### src/rtl/shift_add_mult_ctrl_if.sv
// Operand/result handshake bundle for the sequential 4x4 shift-add multiplier.
// Valid/ready: an operand pair is taken on a rising edge where start=1 and ready=1;
// start while ready=0 is dropped, and done is a one-cycle pulse marking a fresh product.
interface shift_add_mult_ctrl_if;
    logic       start;
    logic [3:0] a;
    logic [3:0] b;
    logic       ready;
    logic       done;
    logic [7:0] product;

    modport master (
        output start, a, b,
        input  ready, done, product
    );

    modport slave (
        input  start, a, b,
        output ready, done, product
    );
endinterface

### src/rtl/shift_add_mult_ctrl.sv
// Sequential 4x4 unsigned multiplier: one shared 4-bit adder, four shift-add
// iterations per operand pair, product registered and pulsed out with done.
module four_bit_adder (
    input  logic [3:0] i_in1,
    input  logic [3:0] i_in2,
    output logic [4:0] o_sum
);
    assign o_sum = {1'b0, i_in1} + {1'b0, i_in2};
endmodule

module shift_add_mult_ctrl (
    input  logic                   clk,
    input  logic                   rst,
    shift_add_mult_ctrl_if.slave   s_bus,
    output logic [1:0]             o_dbg_state
);
    typedef enum logic [1:0] {
        S_IDLE = 2'd0,
        S_RUN  = 2'd1,
        S_DONE = 2'd2
    } state_t;

    state_t      r_state;
    logic [3:0]  r_m;
    logic [3:0]  r_q;
    logic [3:0]  r_acc;
    logic [1:0]  r_cnt;
    logic [7:0]  r_product;
    logic        r_done;
    logic [4:0]  w_sum;
    logic [4:0]  w_t;

    four_bit_adder u_adder (
        .i_in1 (r_acc),
        .i_in2 (r_m),
        .o_sum (w_sum)
    );

    // Partial product for this iteration; the carry stays in bit 4 so nothing overflows.
    assign w_t = r_q[0] ? w_sum : {1'b0, r_acc};

    always_ff @(posedge clk or posedge rst) begin
        if (rst) begin
            r_state   <= S_IDLE;
            r_m       <= 4'd0;
            r_q       <= 4'd0;
            r_acc     <= 4'd0;
            r_cnt     <= 2'd0;
            r_product <= 8'd0;
            r_done    <= 1'b0;
        end else begin
            case (r_state)
                S_IDLE: begin
                    r_done <= 1'b0;
                    if (s_bus.start) begin
                        r_m     <= s_bus.a;
                        r_q     <= s_bus.b;
                        r_acc   <= 4'd0;
                        r_cnt   <= 2'd0;
                        r_state <= S_RUN;
                    end
                end
                S_RUN: begin
                    r_acc <= w_t[4:1];
                    r_q   <= {w_t[0], r_q[3:1]};
                    r_cnt <= r_cnt + 2'd1;
                    if (r_cnt == 2'd3) begin
                        r_product <= {w_t[4:1], w_t[0], r_q[3:1]};
                        r_done    <= 1'b1;
                        r_state   <= S_DONE;
                    end
                end
                S_DONE: begin
                    r_done  <= 1'b0;
                    r_state <= S_IDLE;
                end
                default: begin
                    r_done  <= 1'b0;
                    r_state <= S_IDLE;
                end
            endcase
        end
    end

    assign s_bus.ready   = (r_state == S_IDLE);
    assign s_bus.done    = r_done;
    assign s_bus.product = r_product;
    assign o_dbg_state   = r_state;
endmodule

### src/flat_wrapper.sv
// flat-port wrapper written by rule: the top's interface ports become plain ports
module shift_add_mult_ctrl_flat 
  (clk, rst, o_dbg_state, s_bus_start, s_bus_a, s_bus_b, s_bus_ready, s_bus_done, s_bus_product);
  shift_add_mult_ctrl_if s_bus_i ();
  input  logic clk;
  input  logic rst;
  output logic [1:0] o_dbg_state;
  input wire logic [$bits(s_bus_i.start)-1:0] s_bus_start;
  input wire logic [$bits(s_bus_i.a)-1:0] s_bus_a;
  input wire logic [$bits(s_bus_i.b)-1:0] s_bus_b;
  output wire logic [$bits(s_bus_i.ready)-1:0] s_bus_ready;
  output wire logic [$bits(s_bus_i.done)-1:0] s_bus_done;
  output wire logic [$bits(s_bus_i.product)-1:0] s_bus_product;
  assign s_bus_i.start = s_bus_start;
  assign s_bus_i.a = s_bus_a;
  assign s_bus_i.b = s_bus_b;
  assign s_bus_ready = s_bus_i.ready;
  assign s_bus_done = s_bus_i.done;
  assign s_bus_product = s_bus_i.product;
  shift_add_mult_ctrl u_core (.clk(clk), .rst(rst), .s_bus(s_bus_i), .o_dbg_state(o_dbg_state));
endmodule
### config.mk
export PLATFORM = sky130hd
export DESIGN_NAME = shift_add_mult_ctrl_flat
export DESIGN_NICKNAME = d
export VERILOG_FILES = /design/src/rtl/shift_add_mult_ctrl_if.sv /design/src/rtl/shift_add_mult_ctrl.sv /design/src/flat_wrapper.sv
export SDC_FILE = /design/constraint.sdc
export NUM_CORES = 1
export LEC_CHECK = 0
export ABC_AREA = 1
export BUFFER_PORTS_ARGS = -buffer_cell sky130_fd_sc_hd__buf_2
export CORE_AREA = 2 2 54 56
export DETAILED_ROUTE_END_ITERATION = 7
export DIE_AREA = 0 0 56 58
export PLACE_DENSITY = 0.68
export SLEW_MARGIN = 30
export SYNTH_ARGS = -nofsm -noshare
export SYNTH_HDL_FRONTEND = slang
export SYNTH_SLANG_ARGS = --single-unit
export TNS_END_PERCENT = 20
### constraint.sdc
create_clock -name clk -period 1.6 [get_ports clk]
set_clock_uncertainty 0.2 [all_clocks]
set_input_delay 0.08 -clock clk [delete_from_list [all_inputs] [get_ports clk]]
set_output_delay 0.08 -clock clk [all_outputs]
set_load 0.005 [all_outputs]
* Word level (Yosys, flattened, before mapping)
Index checks and enable logic that the tools add are counted.
** Cells by class
- Multiplexer cells :: 12
- Reductions and logical operators :: 6
- Add/subtract/negate cells :: 2
- Eq/ne operators :: 4
** Operator list (count)
- case mux 4 bit (2 select lines) :: 2
- 2-to-1 mux 4 bit :: 2
- case mux 2 bit (2 select lines) :: 2
- AND reduction 2 bit :: 4
- 2-to-1 mux 2 bit :: 3
- adder 4 x 4 -> 5 bit :: 1
- 2-to-1 mux 5 bit :: 1
- adder 2 x 1 -> 2 bit, second input constant :: 1
- equality test 2 x 1 -> 1 bit, second input constant :: 1
- equality test 2 bit, second input constant :: 1
- logical NOT 2 bit :: 1
- 2-to-1 mux 1 bit :: 2
- != test 2 x 1 -> 1 bit, second input constant :: 1
- != test 2 bit, second input constant :: 1
- nonzero test 2 bit :: 1
** Word-level totals
- Logic and storage cells :: 31
- Output and inout bits :: 12
- Bits in registers :: 25

* Logic depth before layout (Yosys ltp)
Gate-level depths: netlist of the first run.
- Word-level depth :: 3
- Depth in mapped cells :: 7
- Mapped depth without buffers :: 7

* Cells and area by module
A second synthesis of the first run with hierarchy kept.
** Second synthesis, totals
- Cells, all modules :: 154
- Area total of the unflattened synthesis :: 1213.7 µm²
** By module, submodules not included
- shift_add_mult_ctrl :: cells each 129, area an instance 1056.0 µm², sequential area each 625.6 µm², times used 1
- four_bit_adder :: cells each 25, area an instance 157.7 µm², sequential area each 0.0 µm², times used 1

* Worst setup path after synthesis of the first run
Ideal clock, no wire load.
- Path kind :: reg-to-reg
- Start point :: register u_core.r_acc[0]
- End point :: register u_core.r_acc[1]
- Stages on the path, launching flop included :: 8
- Period minus slack after synthesis :: 1.586 ns
- Library setup time :: 0.131 ns
- Arrival time :: 1.254 ns
- Buffers on the path :: 0
- Data required time :: 1.269 ns
- Setup slack :: 0.014 ns
- Cell sequence :: dfrtp_1 ha_1 inv_1 fa_1 xor2_1 nand2_1 o21ai_0 o22ai_1
** Between the ends
- Cells in the longest elaborated chain, start to end :: 3
** RTL lines
- start: declaration :: line shift_add_mult_ctrl.sv:26 : logic [3:0] r_acc;
- start signal: assignment :: line shift_add_mult_ctrl.sv:64 : r_acc <= w_t[4:1];
- adder 4 x 4 -> 5 bit :: line shift_add_mult_ctrl.sv:8 : assign o_sum = {1'b0, i_in1} + {1'b0, i_in2};
- 2-to-1 mux 5 bit :: line shift_add_mult_ctrl.sv:40 : assign w_t = r_q[0] ? w_sum : {1'b0, r_acc};
- case mux 4 bit (2 select lines) :: line shift_add_mult_ctrl.sv:52 : case (r_state)
No other way between the ends.
A chain may end at the register's enable or synchronous reset.

* Worst setup path in the final report of the first run
- Start point :: register u_core.r_acc[0]
- End point :: register u_core.r_acc[0]
Same word-level chain as after synthesis.

==> flow_metrics.env, run 1 <==
export IMPL_start_util_pct=45.54
export IMPL_grt_max_degree=26
export IMPL_grt_pass1_wl_um=4319
export IMPL_grt_use_total_pct=16.95
export IMPL_num_rows=19
export IMPL_crit_path_max_incr_delay_ns=0.51
export IMPL_cts_root_buffer="clkbuf_4"
export IMPL_cts_tree="built"
export IMPL_slew_violations=0
export IMPL_dieWidth_um=56
export IMPL_seqCellArea_um2=625.6
export IMPL_critical_path_class="reg2reg"
export IMPL_reg2reg_setup_slack_ns=-0.11
export IMPL_fin_crit_sh_pct=106.6
export IMPL_cellLeakagePower_nw=0.7851
export IMPL_first_global_vias=968
export IMPL_dp_cells=185
export IMPL_layout_drive_gt1_share_pct=30.59
export IMPL_setup_slack_ns=-0.1058
export IMPL_first_pass_iters=4
export IMPL_syn_inst=130
export IMPL_startpoint="u_core.r_acc[0]"
export IMPL_cp_arrival_ns=1.71
export IMPL_fin_nets=188
export IMPL_rr_startpoint="u_core.r_acc[0]"
export IMPL_cp_end_kind="flip-flop"
export IMPL_comb_power_share_pct=52.7
export IMPL_tightest_slew_ns=0.3453
export IMPL_htree_levels=1
export IMPL_path_cells="ha_2, inv_2, fa_2, nand2_1, o21ai_2, o22ai_1"
export IMPL_synth_top_area_cell="dfrtp_1"
export IMPL_powerDensity_nw_per_um2=1902
export IMPL_ys_top_cells_by_area="dfrtp_1 52%, nand2_1 12%, ha_1 5.2%"
export IMPL_final_cell_area_um2=1530
export IMPL_vias_per_cell=4.806
export IMPL_clock_fmax_mhz=586.2
export IMPL_synthDistinctLibCells=27
export IMPL_first_iter_violations=15
export IMPL_reg2reg_depth=6
export IMPL_ys_warn_count=0
export IMPL_cp_max_fo=2
export IMPL_ant_nets=0
export IMPL_ys_ff_latch=25
export IMPL_final_setup_viol_count=6
export IMPL_violations="negative setup slack"
export IMPL_detailed_place_area_um2=1371
export IMPL_power_internal_w=0.001668
export IMPL_p_switching_w=0.001242
export IMPL_fp_dieH_um=58
export IMPL_gp_congestion=0.9113
export IMPL_synth_top_area_share_pct=51.60
export IMPL_clock_sinks=25
export IMPL_clockPowerShare_pct=9.7
export IMPL_fillerInstances=244
export IMPL_route_vias_total=966
export IMPL_area_growth_pct=26.21
export IMPL_clock_latency_ns=0.32
export IMPL_drv_cap=0
export IMPL_io_buffer_count=22
export IMPL_mostFrequentLayoutCells="38 x nand2_1, 25 x dfrtp_1, 22 x buf_2"
export IMPL_die_area_um2=3248
export IMPL_place_ws_ns=-0.1661
export IMPL_netlist_area_um2=1212
export IMPL_ios=23
export IMPL_grt_ovfl_total=0
export IMPL_relSlewSlack_pct=76.90
export IMPL_synthesis_nets=147
export IMPL_hold_class="in2async"
export IMPL_status="finished, violations left"
export IMPL_worst_ir_drop_vdd_uv=953.6
export IMPL_yosysSeqAreaShare_pct=51.60
export IMPL_crit_slowest_cell="fa_2"
export IMPL_antenna_found_initial=0
export IMPL_cp_start_kind="flip-flop"
export IMPL_swShare_pct=42.68
export IMPL_cts_made_buffers=3
export IMPL_drc=0
export IMPL_antennaDiodeCount=0
export IMPL_drt_total_wl_um=2371
export IMPL_finalHoldViolCount=0
export IMPL_clock_path_buffers=2
export IMPL_core_area_um2=2663
export IMPL_period_needed_ns=1.706
export IMPL_holdWs_ns=0.1398
export IMPL_finalNonFillerCells=201
export IMPL_path_clk_slew_ns=0.14
export IMPL_multiInputGateArea_um2=511.7
export IMPL_r2r_end="u_core.r_acc[0]"
export IMPL_required_ns=1.61
export IMPL_hpwl_um=1744
export IMPL_rsz0062_at_grt="true"
export IMPL_wire_per_inst_um=11.80
export IMPL_seqPwrFrac_pct=37.6
export IMPL_final_common_cell="nand2_1"
export IMPL_avgSynthCellArea_um2=9.326
worst max-delay path, delay by kind of cell, from the launching register on:
family	cells	cell delay [ns]
fa+ha+maj	2	0.70
compound gates	2	0.19
flops	1	0.40
simple gates	1	0.06
buf+inv	1	0.04
cells by family after synthesis:
group                    synth area share (%)
AND/OR/NAND/NOR                         21.36
adder cells (fa/ha/maj)                 6.811
buffers and inverters                   7.636
flip-flops                              51.60
AO/OA/AOI/OAI                           11.87
XOR/XNOR                               0.7225
power groups by stage:
stage	Combinational (W)	Clock [W]	Sequential, W
floorplan	0.00109	0	0.00107
global placement	0.00140	0	0.00108
detailed placement	0.00145	0	0.00110
CTS	0.00156	0.000293	0.00109
global route	0.00177	0.000327	0.00113
finish	0.00153	0.000281	0.00109
area by class of cell:
type / count / area share, %
inverters: 16 / 4.252
multi-input cells: 86 / 33.44
flip-flops and latches: 25 / 40.88
repair buffers: 39 / 17.17
well taps: 31 / 2.535
clock buffers: 4 / 1.717
flip-flops by register name, indices dropped and copies added, names as in the netlist:
register,flops
u_core.o_dbg_state,2
u_core.s_bus.product,8
u_core.r_acc,4
u_core.r_cnt,2
u_core.r_m,4
u_core.r_q,4
u_core.s_bus.done,1
metrics by stage:
step	total power (W)	utilization, %	TNS [ns]
finish	0.002910	57.47	-0.4031
global route	0.003225	57.47	-1.192
CTS	0.002941	57.47	-0.4550
global placement	0.002484	51.50	-0.1423
floorplan	0.002157	-	0
detailed placement	0.002547	51.50	-0.7672
layer usage:
layer | vias up | GRT usage, % | part of all wire (%)
met5 | - | 0 | 0
met4 | 0 | 5.102 | 1.5
met3 | 5 | 2.679 | 2.7
met2 | 17 | 27.39 | 46
met1 | 443 | 23.80 | 50
li1 | 501 | - | -
synthesized netlist by cell type, drive strengths merged:
| cell type | count |
|---|---|
| a21oi | 3 |
| nand2 | 41 |
| inv | 16 |
| dfrtp | 25 |
| xor2 | 1 |
| nor3 | 1 |
| fa | 1 |
| o22ai | 2 |
| ha | 5 |
| or2 | 1 |
| a22o | 1 |
| o21ai | 15 |
| o211ai | 2 |
| nand3 | 6 |
| nor2 | 6 |
| a211oi | 1 |
| buf | 3 |
repair_timing:
item / in CTS / in global routing
buffers inserted: 2 / 0
pin swaps: 2 / 2
endpoints found under the hold margin: 37 / 0
hold buffers: 10 / 0
gates cloned: 0 / 0
resized for setup: 9 / 0
setup endpoints to repair: 8 / 8
worst max-delay path by stage:
stage	cells past startpoint	slack, ns	endpoint
floorplan	7	0.01	u_core.r_acc[1]
global placement	7	-0.05	u_core.r_acc[1]
detailed placement	7	-0.17	u_core.r_acc[1]
CTS	6	-0.11	u_core.r_acc[0]
global route	7	-0.22	u_core.r_acc[1]
finish	6	-0.11	u_core.r_acc[0]
Note: power is estimated with default switching activity, not from simulation.
==> inputs of run 2 (changes only) <==
- CORE_AREA: 2 2 54 56 -> 2 2 62 64
- DIE_AREA: 0 0 56 58 -> 0 0 64 66
- PLACE_DENSITY: 0.68 -> 0.52
- clock period: 1.6 -> 2.05 ns (I/O delays scaled with it)
==> run 2 against run 1 <==
The flow now finishes without violations. Critical path type unchanged. Setup slack better by 0.31 ns. Sequential cell count unchanged. Count of clock-buffer cells in the layout fell by 1. Non-clock buffer count down 2. Power is 23% lower.
==> flow_metrics.env, run 2 (synthesis results as in run 1) <==
export IMPL_status="finished, final reports clean"
export IMPL_path_cells="inv_2, nand2_4, inv_4, nand2_1, o211ai_2, o21ai_1, dlygate4sd3_1"
export IMPL_first_iter_violations=65
export IMPL_cellLeakagePower_nw=0.7776
export IMPL_endpoint="u_core.r_q[2]"
export IMPL_detailed_place_area_um2=1363
export IMPL_crit_path_max_incr_delay_ns=0.55
export IMPL_crit_family="buffers and inverters"
export IMPL_rr_startpoint="u_core.o_dbg_state[1]"
export IMPL_post_cts_buffers=0
export IMPL_vias_per_cell=4.486
export IMPL_ios=23
export IMPL_hold_class="in2async"
export IMPL_cts_made_buffers=3
export IMPL_fin_nets=186
export IMPL_cp_start_kind="flip-flop"
export IMPL_largest_reg_flops=8
export IMPL_reg2reg_setup_slack_ns=0.21
export IMPL_r2r_end="u_core.r_q[2]"
export IMPL_wire_per_inst_um=11.32
export IMPL_mostFrequentLayoutCells="38 x nand2_1, 25 x dfrtp_1, 22 x buf_2"
export IMPL_die_area_um2=4224
export IMPL_drt_total_wl_um=2446
export IMPL_required_ns=2.06
export IMPL_critical_path_class="reg2reg"
export IMPL_layout_drive_gt1_share_pct=24.40
export IMPL_grt_use_total_pct=12.77
export IMPL_finalSetupTns_ns=0
export IMPL_drc=0
export IMPL_area_growth_pct=26.63
export IMPL_num_rows=22
export IMPL_finalNonFillerCells=216
export IMPL_grt_ovfl_total=0
export IMPL_clock_fmax_mhz=542.9
export IMPL_path_clk_slew_ns=0.14
export IMPL_antennaDiodeCount=0
export IMPL_start_util_pct=34.14
export IMPL_cp_depth=7
export IMPL_htree_levels=1
export IMPL_hpwl_um=1748
export IMPL_first_pass_iters=4
export IMPL_final_setup_viol_count=0
export IMPL_core_area_um2=3551
export IMPL_worst_ir_drop_vdd_uv=564.8
export IMPL_powerDensity_nw_per_um2=1458
export IMPL_grt_max_degree=26
export IMPL_finalHoldViolCount=0
export IMPL_final_cell_area_um2=1535
export IMPL_cp_end_kind="flip-flop"
export IMPL_dp_cells=198
export IMPL_final_common_cell="nand2_1"
export IMPL_cts_tree="built"
export IMPL_crit_slowest_cell="dlygate4sd3_1"
export IMPL_setup_slack_ns=0.2079
export IMPL_dieWidth_um=64
export IMPL_fin_crit_sh_pct=89.86
export IMPL_cp_arrival_ns=1.85
export IMPL_grt_pass1_wl_um=4250
export IMPL_slew_violations=0
export IMPL_cts_root_buffer="clkbuf_4"
export IMPL_clock_path_buffers=2
export IMPL_first_global_vias=907
export IMPL_antenna_found_initial=0
export IMPL_startpoint="u_core.o_dbg_state[1]"
export IMPL_relSlewSlack_pct=78.35
export IMPL_route_vias_total=969
export IMPL_cp_max_fo=11
export IMPL_clock_sinks=25
export IMPL_reg2reg_depth=7
export IMPL_multiInputGateArea_um2=499.2
export IMPL_rsz0062_at_grt="false"
export IMPL_ant_nets=0
export IMPL_fp_dieH_um=66
export IMPL_seqCellArea_um2=625.6
export IMPL_io_buffer_count=22
export IMPL_period_needed_ns=1.842
export IMPL_gp_congestion=0.7739
export IMPL_clock_latency_ns=0.31
export IMPL_fillerInstances=345
export IMPL_tightest_slew_ns=0.3247
export IMPL_place_ws_ns=0.3152
export IMPL_drv_cap=0
export IMPL_cp_num_buf_inv=3
export IMPL_holdWs_ns=0.1671
[run 2: cell count changes in the layout (fill, tap and decap cells not counted), sizes merged]
cell and change:
clkbuf -1, buf -6, clkinv +1, dlygate4sd3 +4
[run 2: through the flow]
step	util, %	power (W)
floorplan	-	0.001684
global placement	38.37	0.001924
detailed placement	38.37	0.001944
CTS	43.09	0.002254
global route	43.23	0.002447
finish	43.23	0.002238
[run 2: how the worst min path moves through the flow]
stage | from | end | cells after the start
floorplan | rst | u_core.o_dbg_state[0] | 1
global placement | rst | u_core.s_bus.product[1] | 3
detailed placement | rst | u_core.o_dbg_state[1] | 3
CTS | rst | u_core.s_bus.product[0] | 4
global route | rst | u_core.s_bus.product[4] | 4
finish | rst | u_core.s_bus.product[4] | 4
[run 2: worst register-to-register path, cell delays in order, from the launching register on]
cell           delay (ns)
dfrtp_1              0.44
inv_2                0.08
nand2_4              0.13
inv_4                0.14
nand2_1              0.07
o211ai_2             0.07
o21ai_1              0.07
dlygate4sd3_1        0.55
[run 2: area by class of cell]
cell class	count	share of cell area [%]
Multi-Input combinational cell	86	32.52
Clock inverter	1	0.3260
Tap cell	48	3.912
Timing Repair Buffer	37	16.79
Inverter	16	4.238
Sequential cell	25	40.75
Clock buffer	3	1.467
[run 2: power breakdown]
group | switching, W | internal (W) | total (W) | leakage, nW
clock | 0.000150 | 0.0000729 | 0.000223 | 0.0177
combinational | 0.000659 | 0.000503 | 0.00116 | 0.446
sequential | 0.000142 | 0.000711 | 0.000853 | 0.314
total | 0.000951 | 0.00129 | 0.00224 | 0.778
[run 2: layer usage]
layer / track usage, % / routed length [µm] / vias up
li1: - / - / 497
met2: 20.31 / 1068 / 17
met5: 0 / 0 / -
met4: 2.446 / 11 / 0
met1: 18.17 / 1285 / 453
met3: 2.385 / 81 / 2
[run 2: timing repair]
item	4_1_cts	5_1_grt
endpoints found under the setup margin	0	1
gates resized for setup	0	1
endpoints found under the hold margin	34	0
hold buffers	14	0
==> inputs of run 3 (changes only) <==
- ABC_AREA: 1 -> 0
- CORE_AREA: 2 2 62 64 -> 2 2 61 63
- DIE_AREA: 0 0 64 66 -> 0 0 63 65
- clock period: 2.05 -> 2.2 ns (I/O delays scaled with it)
==> run 3 against run 2 <==
Global-route usage shrank 0.055 points. Core utilization shrank 1.9 points. Sequential cell count is the same. Area after synthesis shrank 3.8%. Register-to-register slack gained 0.06 ns. Sequential power shrank 5.2%.
==> flow_metrics.env, run 3 <==
export IMPL_cts_root_buffer="clkbuf_4"
export IMPL_startpoint="u_core.r_acc[2]"
export IMPL_period_needed_ns=1.934
export IMPL_synth_top_area_cell="dfrtp_1"
export IMPL_synthDistinctLibCells=28
export IMPL_synthArstFlopShare_pct=100.0
export IMPL_crit_family="compound AO/OA/AOI/OAI gates"
export IMPL_fin_util_pct=41.37
export IMPL_synthesis_nets=126
export IMPL_route_vias_total=867
export IMPL_synth_top_area_share_pct=53.65
export IMPL_final_common_cell="dfrtp_1"
export IMPL_reg2reg_depth=5
export IMPL_power_internal_w=0.001123
export IMPL_io_buffer_count=22
export IMPL_ant_nets=0
export IMPL_first_pass_iters=2
export IMPL_crit_path_max_incr_delay_ns=0.43
export IMPL_hold_depth=4
export IMPL_cp_arrival_ns=1.94
export IMPL_hold_class="in2reg"
export IMPL_clock_fmax_mhz=517.0
export IMPL_crit_slowest_cell="dfrtp_1"
export IMPL_grt_ovfl_total=0
export IMPL_core_area_um2=3496
export IMPL_rr_startpoint="u_core.r_acc[2]"
export IMPL_synth_top_flop_cell="dfrtp_1"
export IMPL_powerDensity_nw_per_um2=1269
export IMPL_start_util_pct=33.36
export IMPL_grt_pass1_wl_um=3988
export IMPL_status="finished, final reports clean"
export IMPL_worst_ir_drop_vdd_uv=541.4
export IMPL_ys_warn_count=0
export IMPL_fp_dieH_um=65
export IMPL_clock_path_buffers=2
export IMPL_clock_sinks=25
export IMPL_hpwl_um=1753
export IMPL_die_area_um2=4095
export IMPL_ys_ff_latch=25
export IMPL_cp_start_kind="flip-flop"
export IMPL_antennaDiodeCount=0
export IMPL_yosysMostFrequentCell="dfrtp_1"
export IMPL_area_growth_pct=24.03
export IMPL_r2r_end="u_core.r_acc[2]"
export IMPL_place_ws_ns=0.2953
export IMPL_path_cells="ha_1, a21o_2, or3_1, a31oi_1, o21ai_1"
export IMPL_first_global_vias=848
export IMPL_ios=23
export IMPL_cp_max_fo=4
export IMPL_comb_power_share_pct=45.0
export IMPL_antenna_found_initial=0
export IMPL_synth_edff_count=0
export IMPL_required_ns=2.20
export IMPL_setup_slack_ns=0.2656
export IMPL_relSlewSlack_pct=72.89
export IMPL_fin_nets=160
export IMPL_fin_crit_sh_pct=87.93
export IMPL_cp_num_buf_inv=0
export IMPL_grt_use_total_pct=12.72
export IMPL_finalHoldViolCount=0
export IMPL_mostFrequentLayoutCells="25 x dfrtp_1, 22 x buf_2, 18 x nand2_1"
export IMPL_rsz0062_at_grt="false"
export IMPL_reg2reg_setup_slack_ns=0.27
export IMPL_layout_drive_gt1_share_pct=23.94
export IMPL_clock_latency_ns=0.31
export IMPL_drt_total_wl_um=2389
export IMPL_largest_reg_flops=8
export IMPL_cp_depth=5
export IMPL_ys_top_cells_by_area="dfrtp_1 54%, nand2_1 5.8%, ha_1 5.4%"
export IMPL_final_setup_viol_count=0
export IMPL_critical_path_class="reg2reg"
export IMPL_first_iter_violations=36
export IMPL_cp_end_kind="flip-flop"
export IMPL_cts_made_buffers=3
export IMPL_tightest_slew_ns=0.4025
export IMPL_netlist_area_um2=1166
export IMPL_avgSynthCellArea_um2=10.70
export IMPL_seqPwrFrac_pct=44.1
export IMPL_path_clk_slew_ns=0.13
export IMPL_vias_per_cell=4.563
export IMPL_synthTopCellsByCount="25 x dfrtp_1, 18 x nand2_1, 10 x o21ai_1"
export IMPL_finalSetupTns_ns=0
export IMPL_htree_levels=1
export IMPL_finalNonFillerCells=190
export IMPL_drv_cap=0
export IMPL_endpoint="u_core.r_acc[2]"
export IMPL_slew_violations=0
export IMPL_swShare_pct=38.85
export IMPL_grt_max_degree=26
export IMPL_dp_cells=176
export IMPL_drc=0
export IMPL_syn_inst=109
export IMPL_num_rows=22
export IMPL_cts_tree="built"
export IMPL_p_switching_w=0.0007132
export IMPL_cellLeakagePower_nw=0.7064
export IMPL_dieWidth_um=63
export IMPL_wire_per_inst_um=12.57
export IMPL_gp_congestion=0.7252
export IMPL_yosysSeqAreaShare_pct=53.65
export IMPL_clockPowerShare_pct=10.9
## run 3: worst reg2reg max path: stages (launching register included)
cell     delay (ns)
dfrtp_1        0.43
ha_1           0.35
a21o_2         0.21
or3_1          0.32
a31oi_1        0.23
o21ai_1        0.08
## run 3: stage by stage
step	hold slack [ns]	power, W	instance area, µm²
detailed placement	-0.01646	0.001643	1319
floorplan	-0.06268	0.001388	1166
global placement	-0.02599	0.001607	1319
CTS	0.0006718	0.001862	1446
finish	0.02041	0.001836	1446
global route	0.03386	0.002016	1446
## run 3: how the worst min path moves through the flow
stage / startpoint / end / slack (ns)
finish: s_bus_start / u_core.r_acc[2] / 0.02
global route: s_bus_start / u_core.r_acc[2] / 0.03
CTS: s_bus_start / u_core.r_acc[2] / 0.0007
detailed placement: rst / u_core.s_bus.product[5] / -0.02
global placement: rst / u_core.r_q[0] / -0.03
floorplan: rst / u_core.o_dbg_state[0] / -0.06
## run 3: repair_timing
action,in CTS,in global routing
setup endpoints to repair,0,0
setup buffers,0,0
hold buffers,10,0
gates resized for setup,0,0
endpoints found under the hold margin,33,0
## run 3: logic make-up after synthesis
family | after synthesis | synth area share [%]
mux | 11 | 10.09
flops | 25 | 53.65
compound gates | 25 | 12.23
buf+inv | 12 | 5.043
fa+ha+maj | 6 | 7.082
xor+xnor | 1 | 0.7512
simple gates | 29 | 11.16
## run 3: metal layers
metal,track usage [%],wire [µm]
met5,0,0
met4,6.667,37
met3,1.736,64
met2,20.35,1156
met1,16.78,1132
## run 3: area by class of cell
type	count	area (µm²)
clock inverter	1	5.005
sequential	25	625.6
inverter	7	26.28
fill	364	2049
timing repair buffer	34	225.2
tap	48	60.06
clock buffer	3	22.52
multi-input combinational	72	481.7
## run 3: power by group through the flow
stage	logic (W)	registers, W	clock network, W
detailed placement	0.000821	0.000822	0
finish	0.000826	0.000809	0.000201
global placement	0.000795	0.000812	0
floorplan	0.000610	0.000778	0
CTS	0.000838	0.000812	0.000212
global route	0.000938	0.000840	0.000237
